===== src/rtl/tx_sched_chan_reader_if.sv =====
// ---------------------------------------------------------------------------
// tx_sched_chan_reader_if
// Bundles the channel-FIFO handshake and the TX-chain sample bus of the
// per-channel TX packet reader.
//   master : the reader (pops FIFO words, drives samples)
//   slave  : FIFO + TX chain side (drives head word / strobe, consumes samples)
// Signals:
//   tx_strobe   TX chain requests the next sample
//   fifodata    show-ahead FIFO head word
//   pkt_waiting a complete packet is present, header at fifodata
//   rdreq       pop of the current fifodata word
//   skip        one-cycle pulse, discard rest of the current packet
//   tx_i/tx_q   MSB-aligned I/Q samples
//   tx_empty    TX chain must output zero
//   underrun    burst open but no packet waiting
// ---------------------------------------------------------------------------
interface tx_sched_chan_reader_if #(
   parameter int SAMPLE_WIDTH = 16
);
   logic                    tx_strobe;
   logic [31:0]             fifodata;
   logic                    pkt_waiting;
   logic                    rdreq;
   logic                    skip;
   logic [SAMPLE_WIDTH-1:0] tx_i;
   logic [SAMPLE_WIDTH-1:0] tx_q;
   logic                    tx_empty;
   logic                    underrun;

   modport master (
      input  tx_strobe, fifodata, pkt_waiting,
      output rdreq, skip, tx_i, tx_q, tx_empty, underrun
   );

   modport slave (
      output tx_strobe, fifodata, pkt_waiting,
      input  rdreq, skip, tx_i, tx_q, tx_empty, underrun
   );
endinterface


===== src/rtl/tx_sched_chan_reader.sv =====
// ---------------------------------------------------------------------------
// tx_sched_chan_reader
// Per-channel TX packet reader. Pulls framed packets (header, timestamp,
// payload) from a show-ahead FIFO, holds each packet until its timestamp is
// within JITTER ticks ahead of adc_time (wrap-safe), optionally gates on RSSI
// with a timeout, and streams QI16 or packed QI8 samples on tx_strobe.
// Ports:
//   tx_clock, reset   clock, synchronous active-high reset
//   bus (master)      FIFO handshake + TX sample bus (see interface)
//   adc_time          current time
//   samples_format    0=QI16, 1=QI8 packed, others treated as QI16
//   rssi, threshhold  carrier-sense: transmit only when rssi <= threshhold
//   rssi_wait         carrier-sense timeout in cycles, 0 disables it
//   clr_stats         clears late_count (wins over an increment)
//   late_count        saturating count of discarded packets
//   state_dbg         current state encoding
// ---------------------------------------------------------------------------
module tx_sched_chan_reader #(
   parameter int TS_WIDTH     = 32,
   parameter int JITTER       = 5,
   parameter int SAMPLE_WIDTH = 16,
   parameter int STAT_WIDTH   = 16
) (
   input  logic                       tx_clock,
   input  logic                       reset,
   tx_sched_chan_reader_if.master     bus,
   input  logic [TS_WIDTH-1:0]        adc_time,
   input  logic [3:0]                 samples_format,
   input  logic [31:0]                rssi,
   input  logic [31:0]                threshhold,
   input  logic [31:0]                rssi_wait,
   input  logic                       clr_stats,
   output logic [STAT_WIDTH-1:0]      late_count,
   output logic [2:0]                 state_dbg
);

   typedef enum logic [2:0] {
      S_IDLE       = 3'd0,
      S_HEADER     = 3'd1,
      S_TIMESTAMP  = 3'd2,
      S_WAIT       = 3'd3,
      S_WAITSTROBE = 3'd4,
      S_SEND       = 3'd5,
      S_SEND2      = 3'd6
   } state_t;

   localparam logic signed [TS_WIDTH-1:0] JIT = TS_WIDTH'(JITTER);

   // Place an 8/16-bit sample in the MSBs, zero-fill the LSBs.
   function automatic logic [SAMPLE_WIDTH-1:0] align8(input logic [7:0] v);
      align8 = '0;
      align8[SAMPLE_WIDTH-1 -: 8] = v;
   endfunction

   function automatic logic [SAMPLE_WIDTH-1:0] align16(input logic [15:0] v);
      align16 = '0;
      align16[SAMPLE_WIDTH-1 -: 16] = v;
   endfunction

   function automatic logic [STAT_WIDTH-1:0] sat_inc(input logic [STAT_WIDTH-1:0] v);
      sat_inc = (&v) ? v : v + 1'b1;
   endfunction

   // Control state (reset)
   state_t                  state_q, state_d;
   logic                    rdreq_q, rdreq_d;
   logic                    skip_q, skip_d;
   logic                    tx_empty_q, tx_empty_d;
   logic                    underrun_q, underrun_d;
   logic [STAT_WIDTH-1:0]   late_q, late_d;
   logic                    burst_q, burst_d;
   logic                    trash_q, trash_d;
   logic                    rssi_flag_q, rssi_flag_d;
   logic [31:0]             time_wait_q, time_wait_d;
   logic [SAMPLE_WIDTH-1:0] tx_i_q, tx_i_d;
   logic [SAMPLE_WIDTH-1:0] tx_q_q, tx_q_d;

   // Datapath state (no reset; always written before being used)
   logic [TS_WIDTH-1:0]     ts_q, ts_d;
   logic [6:0]              len_q, len_d;
   logic [6:0]              wcnt_q, wcnt_d;
   logic [15:0]             held_q, held_d;

   // Timestamp window evaluation; diff is modular so adc_time wrap is safe.
   logic signed [TS_WIDTH-1:0] diff;
   logic ts_ones, ts_late, ts_in_win, rssi_timeout, rssi_ok;
   logic sob, eob;

   assign diff         = ts_q - adc_time;
   assign ts_ones      = &ts_q;
   assign ts_late      = !ts_ones && (diff[TS_WIDTH-1] || (diff == '0));
   assign ts_in_win    = !diff[TS_WIDTH-1] && (diff != '0) && (diff <= JIT);
   assign rssi_timeout = rssi_flag_q && (rssi_wait != 32'd0) && (time_wait_q >= rssi_wait);
   assign rssi_ok      = !rssi_flag_q || (rssi <= threshhold);
   assign sob          = bus.fifodata[28];
   assign eob          = bus.fifodata[27];

   always_comb begin
      state_d     = state_q;
      rdreq_d     = rdreq_q;
      skip_d      = skip_q;
      tx_empty_d  = tx_empty_q;
      underrun_d  = underrun_q;
      late_d      = late_q;
      burst_d     = burst_q;
      trash_d     = trash_q;
      rssi_flag_d = rssi_flag_q;
      time_wait_d = time_wait_q;
      tx_i_d      = tx_i_q;
      tx_q_d      = tx_q_q;
      ts_d        = ts_q;
      len_d       = len_q;
      wcnt_d      = wcnt_q;
      held_d      = held_q;

      // Outside the sample states a strobe with nothing to send means silence.
      if (bus.tx_strobe && (state_q != S_SEND) && (state_q != S_SEND2))
         tx_empty_d = 1'b1;

      case (state_q)
         S_IDLE: begin
            skip_d      = 1'b0;
            time_wait_d = 32'd0;
            if (bus.pkt_waiting) begin
               state_d    = S_HEADER;
               rdreq_d    = 1'b1;
               underrun_d = 1'b0;
            end else if (burst_q) begin
               underrun_d = 1'b1;
            end
         end

         S_HEADER: begin
            rssi_flag_d = bus.fifodata[26] & sob;
            if (sob || eob)
               burst_d = sob && !eob;
            // A burst whose head was discarded is dropped until the next SOB.
            if (trash_q && !sob) begin
               skip_d  = 1'b1;
               rdreq_d = 1'b0;
               state_d = S_IDLE;
            end else begin
               len_d   = bus.fifodata[8:2];
               wcnt_d  = 7'd0;
               rdreq_d = 1'b1;
               state_d = S_TIMESTAMP;
            end
         end

         S_TIMESTAMP: begin
            ts_d    = bus.fifodata[TS_WIDTH-1:0];
            rdreq_d = 1'b0;
            state_d = S_WAIT;
         end

         S_WAIT: begin
            time_wait_d = time_wait_q + 32'd1;
            if (ts_late || rssi_timeout) begin
               trash_d = 1'b1;
               skip_d  = 1'b1;
               late_d  = sat_inc(late_q);
               state_d = S_IDLE;
            end else if ((ts_in_win || ts_ones) && rssi_ok) begin
               trash_d = 1'b0;
               state_d = S_WAITSTROBE;
            end
         end

         S_WAITSTROBE: begin
            if (wcnt_q == len_q) begin
               skip_d  = 1'b1;
               state_d = S_IDLE;
            end else if (bus.tx_strobe) begin
               rdreq_d = 1'b1;
               state_d = S_SEND;
            end
         end

         S_SEND: begin
            rdreq_d    = 1'b0;
            tx_empty_d = 1'b0;
            wcnt_d     = wcnt_q + 7'd1;
            if (samples_format == 4'd1) begin
               tx_i_d  = align8(bus.fifodata[7:0]);
               tx_q_d  = align8(bus.fifodata[15:8]);
               held_d  = bus.fifodata[31:16];
               state_d = S_SEND2;
            end else begin
               tx_i_d  = align16(bus.fifodata[15:0]);
               tx_q_d  = align16(bus.fifodata[31:16]);
               state_d = S_WAITSTROBE;
            end
         end

         S_SEND2: begin
            if (bus.tx_strobe) begin
               tx_i_d  = align8(held_q[7:0]);
               tx_q_d  = align8(held_q[15:8]);
               state_d = S_WAITSTROBE;
            end
         end

         default: state_d = S_IDLE;
      endcase

      if (clr_stats)
         late_d = '0;
   end

   always_ff @(posedge tx_clock) begin
      if (reset) begin
         state_q     <= S_IDLE;
         rdreq_q     <= 1'b0;
         skip_q      <= 1'b0;
         tx_empty_q  <= 1'b1;
         underrun_q  <= 1'b0;
         late_q      <= '0;
         burst_q     <= 1'b0;
         trash_q     <= 1'b0;
         rssi_flag_q <= 1'b0;
         time_wait_q <= 32'd0;
         tx_i_q      <= '0;
         tx_q_q      <= '0;
      end else begin
         state_q     <= state_d;
         rdreq_q     <= rdreq_d;
         skip_q      <= skip_d;
         tx_empty_q  <= tx_empty_d;
         underrun_q  <= underrun_d;
         late_q      <= late_d;
         burst_q     <= burst_d;
         trash_q     <= trash_d;
         rssi_flag_q <= rssi_flag_d;
         time_wait_q <= time_wait_d;
         tx_i_q      <= tx_i_d;
         tx_q_q      <= tx_q_d;
      end
   end

   always_ff @(posedge tx_clock) begin
      ts_q   <= ts_d;
      len_q  <= len_d;
      wcnt_q <= wcnt_d;
      held_q <= held_d;
   end

   assign bus.rdreq    = rdreq_q;
   assign bus.skip     = skip_q;
   assign bus.tx_i     = tx_i_q;
   assign bus.tx_q     = tx_q_q;
   assign bus.tx_empty = tx_empty_q;
   assign bus.underrun = underrun_q;
   assign late_count   = late_q;
   assign state_dbg    = state_q;

endmodule

===== src/flat_wrapper.sv =====
// flat-port wrapper written by rule: the top's interface ports become plain ports
module tx_sched_chan_reader_flat 
#(
   parameter int TS_WIDTH     = 32,
   parameter int JITTER       = 5,
   parameter int SAMPLE_WIDTH = 16,
   parameter int STAT_WIDTH   = 16
)
  (tx_clock, reset, adc_time, samples_format, rssi, threshhold, rssi_wait, clr_stats, late_count, state_dbg, bus_tx_strobe, bus_fifodata, bus_pkt_waiting, bus_rdreq, bus_skip, bus_tx_i, bus_tx_q, bus_tx_empty, bus_underrun);
  tx_sched_chan_reader_if #(.SAMPLE_WIDTH(SAMPLE_WIDTH)) bus_i ();
  input  logic tx_clock;
  input  logic reset;
  input  logic [TS_WIDTH-1:0] adc_time;
  input  logic [3:0] samples_format;
  input  logic [31:0] rssi;
  input  logic [31:0] threshhold;
  input  logic [31:0] rssi_wait;
  input  logic clr_stats;
  output logic [STAT_WIDTH-1:0] late_count;
  output logic [2:0] state_dbg;
  input wire logic [$bits(bus_i.tx_strobe)-1:0] bus_tx_strobe;
  input wire logic [$bits(bus_i.fifodata)-1:0] bus_fifodata;
  input wire logic [$bits(bus_i.pkt_waiting)-1:0] bus_pkt_waiting;
  output wire logic [$bits(bus_i.rdreq)-1:0] bus_rdreq;
  output wire logic [$bits(bus_i.skip)-1:0] bus_skip;
  output wire logic [$bits(bus_i.tx_i)-1:0] bus_tx_i;
  output wire logic [$bits(bus_i.tx_q)-1:0] bus_tx_q;
  output wire logic [$bits(bus_i.tx_empty)-1:0] bus_tx_empty;
  output wire logic [$bits(bus_i.underrun)-1:0] bus_underrun;
  assign bus_i.tx_strobe = bus_tx_strobe;
  assign bus_i.fifodata = bus_fifodata;
  assign bus_i.pkt_waiting = bus_pkt_waiting;
  assign bus_rdreq = bus_i.rdreq;
  assign bus_skip = bus_i.skip;
  assign bus_tx_i = bus_i.tx_i;
  assign bus_tx_q = bus_i.tx_q;
  assign bus_tx_empty = bus_i.tx_empty;
  assign bus_underrun = bus_i.underrun;
  tx_sched_chan_reader #(.TS_WIDTH(TS_WIDTH), .JITTER(JITTER), .SAMPLE_WIDTH(SAMPLE_WIDTH), .STAT_WIDTH(STAT_WIDTH)) u_core (.tx_clock(tx_clock), .reset(reset), .bus(bus_i), .adc_time(adc_time), .samples_format(samples_format), .rssi(rssi), .threshhold(threshhold), .rssi_wait(rssi_wait), .clr_stats(clr_stats), .late_count(late_count), .state_dbg(state_dbg));
endmodule

===== config.mk =====
export PLATFORM = sky130hd
export DESIGN_NAME = tx_sched_chan_reader_flat
export DESIGN_NICKNAME = d
export VERILOG_FILES = /design/src/rtl/tx_sched_chan_reader_if.sv /design/src/rtl/tx_sched_chan_reader.sv /design/src/flat_wrapper.sv
export SDC_FILE = /design/constraint.sdc
export NUM_CORES = 1
export LEC_CHECK = 0
export ABC_AREA = 1
export CORE_MARGIN = 5
export CORE_UTILIZATION = 40
export CTS_CLUSTER_SIZE = 16
export DETAILED_ROUTE_END_ITERATION = 7
export HOLD_SLACK_MARGIN = 0.15
export PLACE_DENSITY = 0.73
export SLEW_MARGIN = 20
export SYNTH_ARGS = -nofsm -noshare
export SYNTH_HDL_FRONTEND = slang
export SYNTH_SLANG_ARGS = --single-unit

===== constraint.sdc =====
create_clock -name tx_clock -period 3.51 [get_ports tx_clock]
set_clock_uncertainty 0.1 [all_clocks]
set_input_delay 0.702 -clock tx_clock [delete_from_list [all_inputs] [get_ports tx_clock]]
set_output_delay 0.702 -clock tx_clock [all_outputs]
set_load 0.03 [all_outputs]

; ---- After elaboration in Yosys (flattened, before gate mapping)
; Index checks and enable logic that the tools add are counted.
[totals]
register_bits = 152
in_bits = 169
output_inout_bits = 55
[op_classes]
n_addsub = 4
n_lt_le_gt_ge = 3
n_eq_ne = 20
n_mux = 33
bitwise_logic = 3
n_reduce_logical = 47
[ops]
columns = cell, count
row1 = two-way mux 16 bit, 4
row2 = one-hot mux 16 bit (2 select lines), 2
row3 = one-hot mux 32 bit (2 select lines), 1
row4 = nonzero test 32 bit, 2
row5 = adder 32 x 1 -> 32 bit (second input constant), 1
row6 = greater-or-equal comparator 32 bit, 1
row7 = less-or-equal comparator 32 bit, 1
row8 = less-or-equal comparator 32 x 4 -> 1 bit (second input constant), 1
row9 = logical NOT 32 bit, 1
row10 = AND reduction 32 bit, 1
row11 = subtractor 32 bit, 1
row12 = one-hot mux 3 bit (7 select lines), 1
row13 = two-way mux 3 bit, 6
row14 = adder 16 x 1 -> 16 bit (second input constant), 1
row15 = AND reduction 16 bit, 1
row16 = one-hot mux 7 bit (2 select lines), 1
row17 = AND reduction 2 bit, 7
row18 = two-way mux 1 bit, 13
row19 = AND reduction 4 bit, 3
row20 = nonzero test 2 bit, 6
row21 = logical AND 1 bit, 10
row22 = inequality test 2 bit (second input constant), 5
row23 = equality test 3 bit (second input constant), 3
row24 = one-hot mux 1 bit (4 select lines), 2
row25 = other kinds (19), 35

; ---- Depth between registers and ports, before layout
[depth]
depth_word = 9
ltp_mapped = 25
mapped_depth_nobuf = 25

; ---- Worst setup path before layout
; Ideal clock, no wire load.
[synth_timing]
path_kind = in2reg
start = input port adc_time[0]
end = register u_core.late_q[9], in the netlist u_core.late_count[9]
setup_time_ps = 121
t_arrival_ps = 2847
t_required_ps = 3289
slack_ps = 442
stages = 23
n_path_buf = 1
path_cell_list = ha_1 > fa_1 > inv_1 > nand3_1 > nand3_1 > nand2_1 > nand2_1 > nand3_1 > nand2_1 > nand2_1 > nand2_1 > nand2_1 > nor2_1 > nand2_1 > nor2_2 > nand3_1 > nand2_2 > nand2_4 > nand2_4 > nand2_4 > buf_6 > nand2_1 > a21oi_1
[synth_via]
elab_chain_cells = 6
[synth_lines]
columns = item, line_no
row1 = "start, declared", flat_wrapper.sv:13  ; input logic [TS_WIDTH-1:0] adc_time;
row2 = subtractor 32 bit *, tx_sched_chan_reader.sv:89  ; assign diff = ts_q - adc_time;
row3 = logical NOT 32 bit, tx_sched_chan_reader.sv:91  ; assign ts_late = !ts_ones && (diff[TS_WIDTH-1] || (diff == '0));
row4 = logical OR 1 bit *, tx_sched_chan_reader.sv:91
row5 = logical AND 1 bit *, tx_sched_chan_reader.sv:91
row6 = logical OR 1 bit *, tx_sched_chan_reader.sv:158  ; if (ts_late || rssi_timeout) begin
row7 = AND reduction 3 bit (no source line) *, n/a
row8 = "end signal, assigned", tx_sched_chan_reader.sv:230  ; late_q <= late_d;
row9 = "end, declared", tx_sched_chan_reader.sv:70  ; logic [STAT_WIDTH-1:0] late_q, late_d;
; Mark *: on every way between the ends. The rest lies on a longest branch, timed or not.
; A chain may end at the register's enable or synchronous reset.

; ---- Worst setup path after layout
[layout_timing]
start = input port adc_time[10]
end = register u_core.late_q[3], in the netlist u_core.late_count[3]
; The elaborated chain is that of the path after synthesis.

==> results by group <==
Critical path
  – R2r worst-path depth: 17
  – Reg2reg end: u_core.late_count[3]
  – CP endpoint kind: register
  – Startpoint types: input port
  – Critical Path RT: 3720 ps
  – Reg2reg start: u_core.ts_q[12]
  – Register-to-register setup slack: ~500 ps
  – Critical Path AT: about 3600 ps
  – Critical path class: in2reg
  – CP Max Fanout: 8

Finish
  – Area delta synth->final: 34.5%
  – Commonest non-fill, non-tap cell in the layout: nand2_1
  – Final instance area: around 15000 µm²
  – Leading cell types in the layout, fill and taps excluded: 441 x nand2_1, 328 x inv_1, 223 x clkdlybuf4s50_1
  – Nets: between 2000 and 2500
  – Layout cells sized above 1: a little under a tenth
  – Antenna Cells: 0
  – Area occupied by registers: about 3700 µm²
  – Multi-input gate area: roughly 6400 µm²
  – Fillers: around 2700

Flow run
  – Max-Cap Viols: 0

Timing
  – Slew Limit Fails: 0
  – Slew margin rel.: 42.1%
  – Max Freq: between 300 and 400 MHz
  – Worst Hold Slack: 367 ps
  – Final Hold Viols: 0
  – Worst-Margin Slew: about 870 ps
  – Fin crit period: 3330 ps
  – Final worst setup slack: between 150 and 200 ps
  – Endpoints failing setup: 0
  – Period utilization: ~95%

CTS
  – Clock root buffer: clkbuf_16
  – TritonCTS sink count: between 150 and 200
  – Worst skew pair latency: ~420 ps
  – TritonCTS clock tree: done
  – Clock-pin slew of the registers on the worst-case setup and hold paths: about 60 ps
  – Clock buffer count from CTS: 17
  – H-tree depth: 4
  – Bufs on Longest Clock Path: 2

Synth
  – Main synth FF type: dfxtp_1
  – Synth cell types: between 50 and 60
  – Seq/Total Area, Yosys: around a third
  – EDFF count, synth: between 60 and 70
  – Mean Syn Cell Area: a little under 7 µm²
  – Yosys reg bits: 152
  – Post-Syn Area: ~11000 µm²
  – Cell count after synthesis: 1646
  – Ys async rst share: 0%
  – Yosys warns: 0
  – Syn_nets: between 1500 and 2000

Placement
  – Port buffer count: 223
  – Placer's final routability congestion estimate: approximately 1
  – Post-DP Area: ~14000 µm²
  – Post-detail-place hpwl: between 20000 and 30000 µm
  – Place WS: -341 ps

Worst hold path
  – Hold EP: u_core.bus.tx_i[1]
  – Worst Hold Launch: u_core.bus.tx_i[1]
  – Hold depth: 2
  – Worst min-delay path class: reg2reg

Global routing
  – First-pass GRT wire length: ~56000 µm
  – Largest net degree at the start of global routing: 38
  – Total GRT Usage: around 23%
  – Antenna violations before repair: 1
  – Gr ovfl total: 0
  – Vias in the first global route: between 10000 and 15000

Power
  – Total power: ~6000 µW
  – Switch share: a little over a third
  – Leakage: roughly 0.007 µW
  – Int Pwr: approximately 3900 µW
  – Clock Power Share: between 20 and 30%
  – Combinational Power Share: 35.1%
  – P_sw: roughly 2200 µW
  – Power density over the cells: approximately 400 nW/µm²
  – Sequential power share: roughly a third
  – Worst vdd ir: ~0.26 mV

Routing
  – DRT iter0 DRCs: 927
  – WL final: around 36000 µm
  – Detail Route Antenna Nets: 0
  – WL/cell: about 16 µm
  – DR pass1 iterations: 6
  – DR vias: between 10000 and 15000
  – Vias per cell: about 5.0
  – DR DRC count: 0

Floorplan
  – Core area: 27800 µm²
  – Die Y: approximately 180 µm
  – Die Wd: roughly 180 µm
  – # rows: 61
  – Initial Util: approximately two fifths
  – Io pins: 224
  – Die ar.: 31500 µm²

Run status
  – Status: finished, final reports clean
==> power groups by stage <==
stage | registers, µW | logic, µW | clock network [µW]
after detailed placement | 2150 | 2010 | 0
after CTS | 2110 | 2020 | 1820
after global routing | 2140 | 2350 | 1910
final | 2120 | 2120 | 1800
after global placement | 2150 | 1980 | 0
after floorplan | 2160 | 1160 | 0
==> logic make-up (layout without fill, tap and decap cells) <==
family	count (synthesis)	after routing	synth area share (%)
AND/OR/NAND/NOR	763	763	30.2
buffers and inverters	367	652	12.4
AO/OA/AOI/OAI	241	241	11.8
flip-flops	152	152	32.6
adder cells (fa/ha/maj)	99	99	11.1
XOR/XNOR	24	24	1.87
==> worst max-delay path by stage <==
stage / startpoint / end / cells after the start
after floorplan: adc_time[0] / u_core.late_count[9] / 23
after global placement: adc_time[0] / u_core.late_count[11] / 23
after detailed placement: adc_time[0] / u_core.late_count[0] / 22
after CTS: adc_time[0] / u_core.late_count[0] / 22
after global routing: adc_time[10] / u_core.late_count[3] / 23
final: adc_time[10] / u_core.late_count[3] / 21
==> flip-flops by register name, summed over array words and instances (netlist names) <==
name / count
u_core.held_q: 16
u_core.bus.tx_q: 16
u_core.bus.skip: 1
u_core.state_dbg: 3
u_core.bus.tx_i: 16
u_core.burst_q: 1
u_core.trash_q: 1
u_core.ts_q: 32
u_core.bus.underrun: 1
u_core.rssi_flag_q: 1
u_core.bus.rdreq: 1
u_core.late_count: 16
u_core.bus.tx_empty: 1
u_core.wcnt_q: 7
u_core.len_q: 7
u_core.time_wait_q: 32
==> synth_stat cells, types with 3 or more instances <==
master	n	area (µm²)
a211oi_1	12	90.1
a21o_1	3	22.5
a21oi_1	133	666
a221oi_1	3	26.3
a31oi_1	5	31.3
and2_1	4	25.0
and3_1	4	25.0
clkbuf_1	28	105
clkinv_1	4	15.0
dfxtp_1	90	1800
edfxtp_1	62	1860
ha_1	98	1230
inv_1	328	1230
inv_2	4	15.0
nand2_1	448	1680
nand2_2	10	62.6
nand2_4	4	45.0
nand3_1	62	310
nand3b_1	6	45.0
nand4_1	53	332
nor2_1	99	372
nor2_2	10	62.6
nor2_4	3	33.8
nor3_1	25	125
nor3_2	3	30.0
nor4_1	21	131
o211ai_1	10	75.1
o21ai_0	57	285
o21ai_1	5	25.0
xnor2_1	11	96.3
xor2_1	13	114
==> through the flow <==
step / setup TNS [ps] / utilization (%) / std cells
detailed placement: -5540 / 51.4 / 2277
CTS: 0 / 53.5 / 2309
global route: -270 / 54.4 / 2309
floorplan: 0 / - / 1646
finish: 0 / 54.4 / 2309
global placement: -4680 / 51.4 / 2277
==> layer usage <==
metal,vias to the layer above,wire (µm),track usage [%]
li1,5891,-,-
met1,5296,15000,27.1
met2,345,18300,40.9
met3,52,2320,4.26
met4,2,789,6.32
met5,-,20,0
==> worst max-delay path: stages <==
cell	delay [ps]
clkdlybuf4s50_1	460
inv_1	40
ha_1	320
buf_4	150
nand2_2	100
nor2_2	60
and2_1	150
nand2_1	60
nand3_2	140
nand2_1	90
nand2_1	50
nor2_1	100
nand2_1	90
nor3_2	230
nand3_1	120
nand2_2	80
nand2_4	80
nand2_8	110
buf_4	130
nand4_1	60
and3_1	200
==> layout make-up <==
type | instances | area share [%]
repair buffers | 284 | 17.9
inverters | 336 | 8.35
clock inverters | 14 | 0.927
flip-flops and latches | 152 | 24.2
clock buffers | 18 | 2.91
multi-input cells | 1127 | 42.6
well taps | 378 | 3.13
==> timing repair <==
item                       in CTS  in global routing
gates resized for setup         0                 50
setup buffers                   0                  0
hold buffers                    0                  0
setup endpoints to repair       0                 21
(Power assumes the default switching activity.)
